--- config.mk ---
export PLATFORM = sky130hd
export DESIGN_NAME = ppg_multi_ch_calibrator_flat
export DESIGN_NICKNAME = d
export VERILOG_FILES = /design/src/rtl/ppg_multi_ch_calibrator_if.sv /design/src/rtl/ppg_multi_ch_calibrator.sv /design/src/flat_wrapper.sv
export SDC_FILE = /design/constraint.sdc
export NUM_CORES = 1
export LEC_CHECK = 0
export ABC_AREA = 1
export CAP_MARGIN = 15
export CORE_MARGIN = 1.5
export CORE_UTILIZATION = 30
export CTS_CLUSTER_SIZE = 24
export DETAILED_ROUTE_END_ITERATION = 12
export HOLD_SLACK_MARGIN = 0.02
export PLACE_DENSITY = 0.51
export RECOVER_POWER = 50
export SLEW_MARGIN = 20
export SYNTH_ARGS = -nofsm -noshare
export SYNTH_HDL_FRONTEND = slang
export SYNTH_SLANG_ARGS = --single-unit
--- constraint.sdc ---
create_clock -name CLK -period 2.7 [get_ports CLK]
set_clock_uncertainty 0.15 [all_clocks]
set_input_delay 0.27 -clock CLK [delete_from_list [all_inputs] [get_ports CLK]]
set_output_delay 0.27 -clock CLK [all_outputs]
set_load 0.02 [all_outputs]
--- src/rtl/ppg_multi_ch_calibrator_if.sv ---
// Sample stream bundle for ppg_multi_ch_calibrator: raw ADC samples in,
// channel-tagged forwarded samples out.
interface ppg_multi_ch_calibrator_if #(
  parameter int ADC_W = 8,
  parameter int CH_W  = 1
);
  logic [ADC_W-1:0] adc_data;
  logic             adc_valid;
  logic [ADC_W-1:0] smp_data;
  logic [CH_W-1:0]  smp_ch;
  logic             smp_valid;

  modport master (output adc_data, adc_valid, input smp_data, smp_ch, smp_valid);
  modport slave  (input adc_data, adc_valid, output smp_data, smp_ch, smp_valid);
endinterface

--- src/rtl/ppg_multi_ch_calibrator.sv ---
// Multi-channel PPG LED calibrator: per-channel DC binary search and PGA gain search,
// then round-robin run mode. Optional run-mode DC tracking under macro DC_TRACK_EN.
module ppg_multi_ch_calibrator #(
  parameter int NUM_CH     = 2,
  parameter int ADC_W      = 8,
  parameter int DAC_W      = 7,
  parameter int PGA_W      = 4,
  parameter int WIN_LOG2   = 5,
  parameter int SETTLE_SMP = 4,
  parameter int SLOT_SMP   = 10,
  parameter int DC_TARGET  = 128,
  parameter int DC_LO      = 120,
  parameter int DC_HI      = 135,
  parameter int CLIP_LO    = 10,
  parameter int CLIP_HI    = 245
) (
  input  logic                     CLK,
  input  logic                     rst_n,
  input  logic                     Find_setting,
  ppg_multi_ch_calibrator_if.slave stream,
  output logic [NUM_CH-1:0]        led_en,
  output logic [DAC_W-1:0]         dc_comp,
  output logic [PGA_W-1:0]         pga_gain,
  output logic                     busy,
  output logic                     calib_done,
  output logic [NUM_CH-1:0]        calib_fail
);

  localparam int CH_W  = (NUM_CH > 1) ? $clog2(NUM_CH) : 1;
  localparam int SUM_W = ADC_W + WIN_LOG2;
  localparam int CNT_W = $clog2(SLOT_SMP + 1);
  localparam int BIT_W = (DAC_W > 1) ? $clog2(DAC_W) : 1;

  localparam logic [CNT_W-1:0]  SETTLE_N   = CNT_W'(SETTLE_SMP);
  localparam logic [CNT_W-1:0]  SLOT_LAST  = CNT_W'(SLOT_SMP - 1);
  localparam logic [SUM_W-1:0]  SUM_GT_TGT = SUM_W'((DC_TARGET + 1) << WIN_LOG2);
  localparam logic [SUM_W-1:0]  SUM_LO     = SUM_W'(DC_LO << WIN_LOG2);
  localparam logic [SUM_W-1:0]  SUM_GT_HI  = SUM_W'((DC_HI + 1) << WIN_LOG2);
  localparam logic [ADC_W-1:0]  CLIP_LO_V  = ADC_W'(CLIP_LO);
  localparam logic [ADC_W-1:0]  CLIP_HI_V  = ADC_W'(CLIP_HI);
  localparam logic [CH_W-1:0]   LAST_CH    = CH_W'(NUM_CH - 1);
  localparam logic [NUM_CH-1:0] LED_ONE    = NUM_CH'(1);
  localparam logic [DAC_W-1:0]  DAC_ONE    = DAC_W'(1);
  localparam logic [DAC_W-1:0]  DAC_MSB    = DAC_ONE << (DAC_W - 1);
  localparam logic [BIT_W-1:0]  BIT_TOP    = BIT_W'(DAC_W - 1);

  typedef enum logic [2:0] {
    S_IDLE, S_DC_SEARCH, S_DC_CHECK, S_PGA_SEARCH, S_NEXT_CH, S_RUN
  } state_t;

  state_t            state;
  logic [CH_W-1:0]   ch;
  logic [BIT_W-1:0]  bit_idx;
  logic [CNT_W-1:0]  smp_cnt;
  logic [WIN_LOG2-1:0] win_cnt;
  logic [SUM_W-1:0]  sum;
  logic [ADC_W-1:0]  mn, mx;
  logic [DAC_W-1:0]  dc_store  [NUM_CH];
  logic [PGA_W-1:0]  pga_store [NUM_CH];

  logic              smp_in, settling, win_last, clip, fwd;
  logic [SUM_W-1:0]  sum_nx;
  logic [ADC_W-1:0]  mn_nx, mx_nx;
  logic [DAC_W-1:0]  bit_mask, code_kept, load_dc;
  logic [CH_W-1:0]   ch_nx;

`ifdef DC_TRACK_EN
  logic [SUM_W-1:0]    trk_sum [NUM_CH];
  logic [WIN_LOG2-1:0] trk_cnt [NUM_CH];
  logic [SUM_W-1:0]    trk_sum_nx;
  logic                trk_fire;
  logic [DAC_W-1:0]    trk_code;
`endif

  always_comb begin
    smp_in    = stream.adc_valid && !Find_setting;
    settling  = smp_cnt < SETTLE_N;
    win_last  = win_cnt == '1;
    sum_nx    = sum + SUM_W'(stream.adc_data);
    mn_nx     = (win_cnt == '0 || stream.adc_data < mn) ? stream.adc_data : mn;
    mx_nx     = (win_cnt == '0 || stream.adc_data > mx) ? stream.adc_data : mx;
    clip      = (mn_nx <= CLIP_LO_V) || (mx_nx >= CLIP_HI_V);
    bit_mask  = DAC_ONE << bit_idx;
    // mean > target is tested on the raw sum so no truncated mean is needed
    code_kept = (sum_nx >= SUM_GT_TGT) ? dc_comp : (dc_comp & ~bit_mask);
    ch_nx     = (ch == LAST_CH) ? '0 : ch + 1'b1;
    fwd       = (state == S_RUN) && smp_in && (smp_cnt >= SETTLE_N);
    load_dc   = dc_store[ch_nx];
`ifdef DC_TRACK_EN
    trk_sum_nx = trk_sum[ch] + SUM_W'(stream.adc_data);
    trk_fire   = fwd && (trk_cnt[ch] == '1);
    trk_code   = dc_store[ch];
    if (trk_sum_nx >= SUM_GT_HI && dc_store[ch] != '1)
      trk_code = dc_store[ch] + 1'b1;
    else if (trk_sum_nx < SUM_LO && dc_store[ch] != '0)
      trk_code = dc_store[ch] - 1'b1;
    // single-channel builds reload the same channel on the edge it is updated
    if (trk_fire && ch_nx == ch)
      load_dc = trk_code;
`endif
  end

  always_ff @(posedge CLK or negedge rst_n) begin
    if (!rst_n) begin
      state             <= S_IDLE;
      ch                <= '0;
      bit_idx           <= '0;
      smp_cnt           <= '0;
      win_cnt           <= '0;
      sum               <= '0;
      mn                <= '0;
      mx                <= '0;
      dc_store          <= '{default: '0};
      pga_store         <= '{default: '0};
      led_en            <= '0;
      dc_comp           <= '0;
      pga_gain          <= '0;
      busy              <= 1'b0;
      calib_done        <= 1'b0;
      calib_fail        <= '0;
      stream.smp_data   <= '0;
      stream.smp_ch     <= '0;
      stream.smp_valid  <= 1'b0;
`ifdef DC_TRACK_EN
      trk_sum           <= '{default: '0};
      trk_cnt           <= '{default: '0};
`endif
    end else begin
      stream.smp_valid <= 1'b0;
      if (Find_setting) begin
        state      <= S_DC_SEARCH;
        ch         <= '0;
        bit_idx    <= BIT_TOP;
        smp_cnt    <= '0;
        win_cnt    <= '0;
        sum        <= '0;
        led_en     <= LED_ONE;
        dc_comp    <= DAC_MSB;
        pga_gain   <= '0;
        busy       <= 1'b1;
        calib_done <= 1'b0;
        calib_fail <= '0;
`ifdef DC_TRACK_EN
        trk_sum    <= '{default: '0};
        trk_cnt    <= '{default: '0};
`endif
      end else begin
        case (state)
          S_IDLE: ;
          S_DC_SEARCH, S_DC_CHECK, S_PGA_SEARCH: begin
            if (smp_in) begin
              if (settling) begin
                smp_cnt <= smp_cnt + 1'b1;
              end else if (!win_last) begin
                win_cnt <= win_cnt + 1'b1;
                sum     <= sum_nx;
                mn      <= mn_nx;
                mx      <= mx_nx;
              end else begin
                // window complete: every outcome changes an output, so re-settle
                smp_cnt <= '0;
                win_cnt <= '0;
                sum     <= '0;
                case (state)
                  S_DC_SEARCH: begin
                    if (bit_idx == '0) begin
                      dc_comp <= code_kept;
                      state   <= S_DC_CHECK;
                    end else begin
                      dc_comp <= code_kept | (bit_mask >> 1);
                      bit_idx <= bit_idx - 1'b1;
                    end
                  end
                  S_DC_CHECK: begin
                    if (sum_nx < SUM_LO || sum_nx >= SUM_GT_HI)
                      calib_fail[ch] <= 1'b1;
                    dc_store[ch] <= dc_comp;
                    pga_gain     <= '0;
                    state        <= S_PGA_SEARCH;
                  end
                  default: begin
                    if (!clip && pga_gain != '1) begin
                      pga_gain <= pga_gain + 1'b1;
                    end else begin
                      if (!clip)
                        pga_store[ch] <= pga_gain;
                      else if (pga_gain != '0)
                        pga_store[ch] <= pga_gain - 1'b1;
                      else begin
                        pga_store[ch]  <= '0;
                        calib_fail[ch] <= 1'b1;
                      end
                      state <= S_NEXT_CH;
                    end
                  end
                endcase
              end
            end
          end
          S_NEXT_CH: begin
            if (ch == LAST_CH) begin
              state      <= S_RUN;
              ch         <= '0;
              led_en     <= LED_ONE;
              dc_comp    <= dc_store[0];
              pga_gain   <= pga_store[0];
              busy       <= 1'b0;
              calib_done <= 1'b1;
              smp_cnt    <= '0;
            end else begin
              state    <= S_DC_SEARCH;
              ch       <= ch_nx;
              led_en   <= LED_ONE << ch_nx;
              dc_comp  <= DAC_MSB;
              pga_gain <= '0;
              bit_idx  <= BIT_TOP;
            end
          end
          S_RUN: begin
            if (smp_in) begin
              if (fwd) begin
                stream.smp_valid <= 1'b1;
                stream.smp_data  <= stream.adc_data;
                stream.smp_ch    <= ch;
              end
              if (smp_cnt == SLOT_LAST) begin
                smp_cnt  <= '0;
                ch       <= ch_nx;
                led_en   <= LED_ONE << ch_nx;
                dc_comp  <= load_dc;
                pga_gain <= pga_store[ch_nx];
              end else begin
                smp_cnt <= smp_cnt + 1'b1;
              end
            end
`ifdef DC_TRACK_EN
            if (fwd) begin
              if (trk_fire) begin
                dc_store[ch] <= trk_code;
                trk_sum[ch]  <= '0;
                trk_cnt[ch]  <= '0;
              end else begin
                trk_sum[ch]  <= trk_sum_nx;
                trk_cnt[ch]  <= trk_cnt[ch] + 1'b1;
              end
            end
`endif
          end
          default: state <= S_IDLE;
        endcase
      end
    end
  end

endmodule

--- src/flat_wrapper.sv ---
// flat-port wrapper written by rule: the top's interface ports become plain ports
module ppg_multi_ch_calibrator_flat 
#(
  parameter int NUM_CH     = 2,
  parameter int ADC_W      = 8,
  parameter int DAC_W      = 7,
  parameter int PGA_W      = 4,
  parameter int WIN_LOG2   = 5,
  parameter int SETTLE_SMP = 4,
  parameter int SLOT_SMP   = 10,
  parameter int DC_TARGET  = 128,
  parameter int DC_LO      = 120,
  parameter int DC_HI      = 135,
  parameter int CLIP_LO    = 10,
  parameter int CLIP_HI    = 245
)
  (CLK, rst_n, Find_setting, led_en, dc_comp, pga_gain, busy, calib_done, calib_fail, stream_adc_data, stream_adc_valid, stream_smp_data, stream_smp_ch, stream_smp_valid);
  ppg_multi_ch_calibrator_if #(.ADC_W(ADC_W), .CH_W(1)) stream_i ();
  input  logic CLK;
  input  logic rst_n;
  input  logic Find_setting;
  output logic [NUM_CH-1:0] led_en;
  output logic [DAC_W-1:0] dc_comp;
  output logic [PGA_W-1:0] pga_gain;
  output logic busy;
  output logic calib_done;
  output logic [NUM_CH-1:0] calib_fail;
  input wire logic [$bits(stream_i.adc_data)-1:0] stream_adc_data;
  input wire logic [$bits(stream_i.adc_valid)-1:0] stream_adc_valid;
  output wire logic [$bits(stream_i.smp_data)-1:0] stream_smp_data;
  output wire logic [$bits(stream_i.smp_ch)-1:0] stream_smp_ch;
  output wire logic [$bits(stream_i.smp_valid)-1:0] stream_smp_valid;
  assign stream_i.adc_data = stream_adc_data;
  assign stream_i.adc_valid = stream_adc_valid;
  assign stream_smp_data = stream_i.smp_data;
  assign stream_smp_ch = stream_i.smp_ch;
  assign stream_smp_valid = stream_i.smp_valid;
  ppg_multi_ch_calibrator #(.NUM_CH(NUM_CH), .ADC_W(ADC_W), .DAC_W(DAC_W), .PGA_W(PGA_W), .WIN_LOG2(WIN_LOG2), .SETTLE_SMP(SETTLE_SMP), .SLOT_SMP(SLOT_SMP), .DC_TARGET(DC_TARGET), .DC_LO(DC_LO), .DC_HI(DC_HI), .CLIP_LO(CLIP_LO), .CLIP_HI(CLIP_HI)) u_core (.CLK(CLK), .rst_n(rst_n), .Find_setting(Find_setting), .stream(stream_i), .led_en(led_en), .dc_comp(dc_comp), .pga_gain(pga_gain), .busy(busy), .calib_done(calib_done), .calib_fail(calib_fail));
endmodule
==> flow_summary.toml <==
[sta]
worst_pin_slew_ns = 1.01
final_max_slew_viol_count = 0
fmax_ghz = 0.390
setup_viol = 0
final_hold_viol_count = 0
max_slew_margin = 0.326
fin_ws_ns = 0.134
final.setup.tns_ns = 0
period_needed_ns = 2.57
rsz0062_at_grt = "yes"
finalCritPeriodShare = 0.950

[clock_network]
clock_sinks = 93
clock_latency_ns = 0.35
cts_tree = "done"
cts_root_buf = "clkbuf_16"
cts.clk_slew.worst_paths_ns = 0.07
htree_levels = 3
cts_made_buffers = 9
clock_path_buffers = 2

[die]
rows = 51
io-pin-count = 39
fp.dieArea_um2 = 20700
fp.dieW_um = 144
die_y_um = 144
core_um2 = 19500
start_util = 0.306

[global_routing]
grt_max_degree = 57
grt.overflow.total = 0
grt_pass1_wl_mm = 26.3
grtUsageTotal = 0.163
grt_antenna_before_repair = 0
grt_pass1_vias = 5232

[layout]
syn2layout_area_growth_pct = 29.3
antenna_cells = 0
fin_nets = 966
drive_gt1_frac = 0.191
stdcell_area_um2 = 7710

[worst_hold_path]
hold_class = "primary input to register"

[placed_design]
post-place-ws_ns = -0.594
hpwl_mm = 11.7
place_area_um2 = 7010
gp_congestion = 0.845
io_buffers = 38

[power]
cellPowerDensity_nw_per_um2 = 858
p_leak_nw = 3.86
vdd_ir_drop_max_uv = 349

[synthesis]
synth-main-ff-cell = "dfrtp_1"
ys_ff_latch = 93
synth.distinct_cells = 45
yosysMostFrequentCell = "nand2_1"
synth.top_cell.area_share = 0.390
yosysSeqAreaShare = 0.390
synth_area_leaders = "dfrtp_1 39%, nand2_1 16%, ha_1 7.3%, inv_1 6.7%, o21ai_0 5.7%"
ys_async_sr_fraction = 1.00
syn_nets = 867
synth_edf_count = 0
postSynthAreaPerCell_um2 = 7.28
synth_area_um2 = 5960
yosys.area.top_type = "dfrtp_1"
ys_warn_count = 0
ys_top_cells_by_count = "247 x nand2_1, 107 x inv_1, 93 x dfrtp_1, 68 x o21ai_0, 67 x nor2_1"
syn_inst = 819

[route]
wl_per_cell_um = 13.6
drc = 0
via_per_inst = 4.63
drt_iter0_markers = 327
drt_wl_total_mm = 16.1
firstDrtPassIters = 5
drtAntennaViolNets = 0
vias = 5495

[flow_run]
maxCapViolCount = 0

[run_status]
status = "completed"

[critical_path]
critPathKind = "register to register"
arrival_ns = 2.66
endpoint_kind = "register"
crit_path_start_kind = "register"
critPathRequiredTime_ns = 2.80
critPathMaxFanout = 3
-- path summary, 6_finish.rpt --
check                                       endpoint                       from  slack, ns  depth (start not counted)
hold reg to reg            u_core.stream.smp_data[6]  u_core.stream.smp_data[6]       0.33                          2
max in group asynchronous        u_core.pga_store[6]                      rst_n       0.50                          3
hold / removal                         u_core.sum[0]         stream_adc_data[0]       0.19                          3
setup / recovery                u_core.calib_fail[1]              u_core.sum[0]       0.13                         16
min in group asynchronous              u_core.sum[4]                      rst_n       0.46                          2
setup reg to reg                u_core.calib_fail[1]              u_core.sum[0]       0.13                         16
-- layer usage --
layer	GRT usage	wire (um)
met4	0.0591	310
met2	0.257	7140
met3	0.0209	590
met5	0	0
met1	0.229	8090
-- power breakdown --
group / switching (mW) / internal, mW / total (mW)
Sequential: 0.253 / 1.70 / 1.95
Combinational: 2.06 / 1.36 / 3.42
Clock: 0.612 / 0.638 / 1.25
-- per-stage QoR --
stage,cells,power [mW],util,hold slack (ns)
finish,1188,6.62,0.396,0.190
global route,1188,7.18,0.396,0.216
CTS,1174,6.29,0.377,0.294
detailed placement,1156,5.00,0.360,0.141
global placement,1156,5.00,0.360,0.140
floorplan,819,3.94,-,-0.176
-- worst max-delay path, stage by stage (launching register included) --
cell	delay [ns]
dfrtp_1	0.36
ha_2	0.21
inv_2	0.04
fa_2	0.34
o21ai_2	0.14
nand3_1	0.10
nand2_2	0.11
nand2_2	0.07
xor2_2	0.22
buf_4	0.17
nor2_2	0.04
nand3b_1	0.09
nand2_2	0.09
a21oi_2	0.17
nand2_1	0.07
nand2_1	0.05
nand2_1	0.04
-- logic make-up (layout without fill, tap and decap cells) --
group                      after synthesis  after routing  share of synthesized area
AOI/OAI and AO/OA                      146            146                      0.139
DFF                                     93             93                      0.390
and+or+nand+nor                        396            398                      0.284
buffers and inverters                  134            236                     0.0894
xor gates and xnor gates                14             14                     0.0206
adders and majority gates               36             36                     0.0768
-- timing repair --
action | CTS | global route
pin swaps | 2 | 32
buffers inserted | 1 | 12
gates cloned | 0 | 2
hold buffers | 1 | 0
setup endpoints to repair | 24 | 24
hold endpoints to repair | 37 | 0
gates resized for setup | 13 | 78
-- sequential cells by signal (all words and copies together) (netlist names), 4 cells and up --
name	flops
u_core.dc_store	14
u_core.sum	13
u_core.mx	8
u_core.pga_gain	4
u_core.stream.smp_data	8
u_core.win_cnt	5
u_core.smp_cnt	4
u_core.pga_store	8
u_core.dc_comp	7
u_core.mn	8
-- layout by cell type (no fill, tap or decap), drive strengths merged, types with 3 or more instances in the layout --
cell	n
nor2	69
dfrtp	93
nand2	265
a21oi	23
ha	35
nand3b	7
a221oi	6
clkinv	3
nor3	12
xnor2	6
nand3	40
xor2	8
inv	114
dlygate4sd3	9
clkdlybuf4s50	21
clkbuf	12
dlygate4sd2	4
o21ai	85
dlymetal6s2s	3
buf	68
a22oi	3
o31ai	3
o22ai	15
-- area by class of cell --
type | instances | area [um2]
Inverter | 112 | 423
Sequential cell | 93 | 2330
Multi-Input combinational cell | 594 | 3420
Clock buffer | 9 | 225
Tap cell | 265 | 332
Clock inverter | 7 | 57.6
Fill cell | 2023 | 11800
Timing Repair Buffer | 108 | 925
Power figures use the tool's default switching activity.
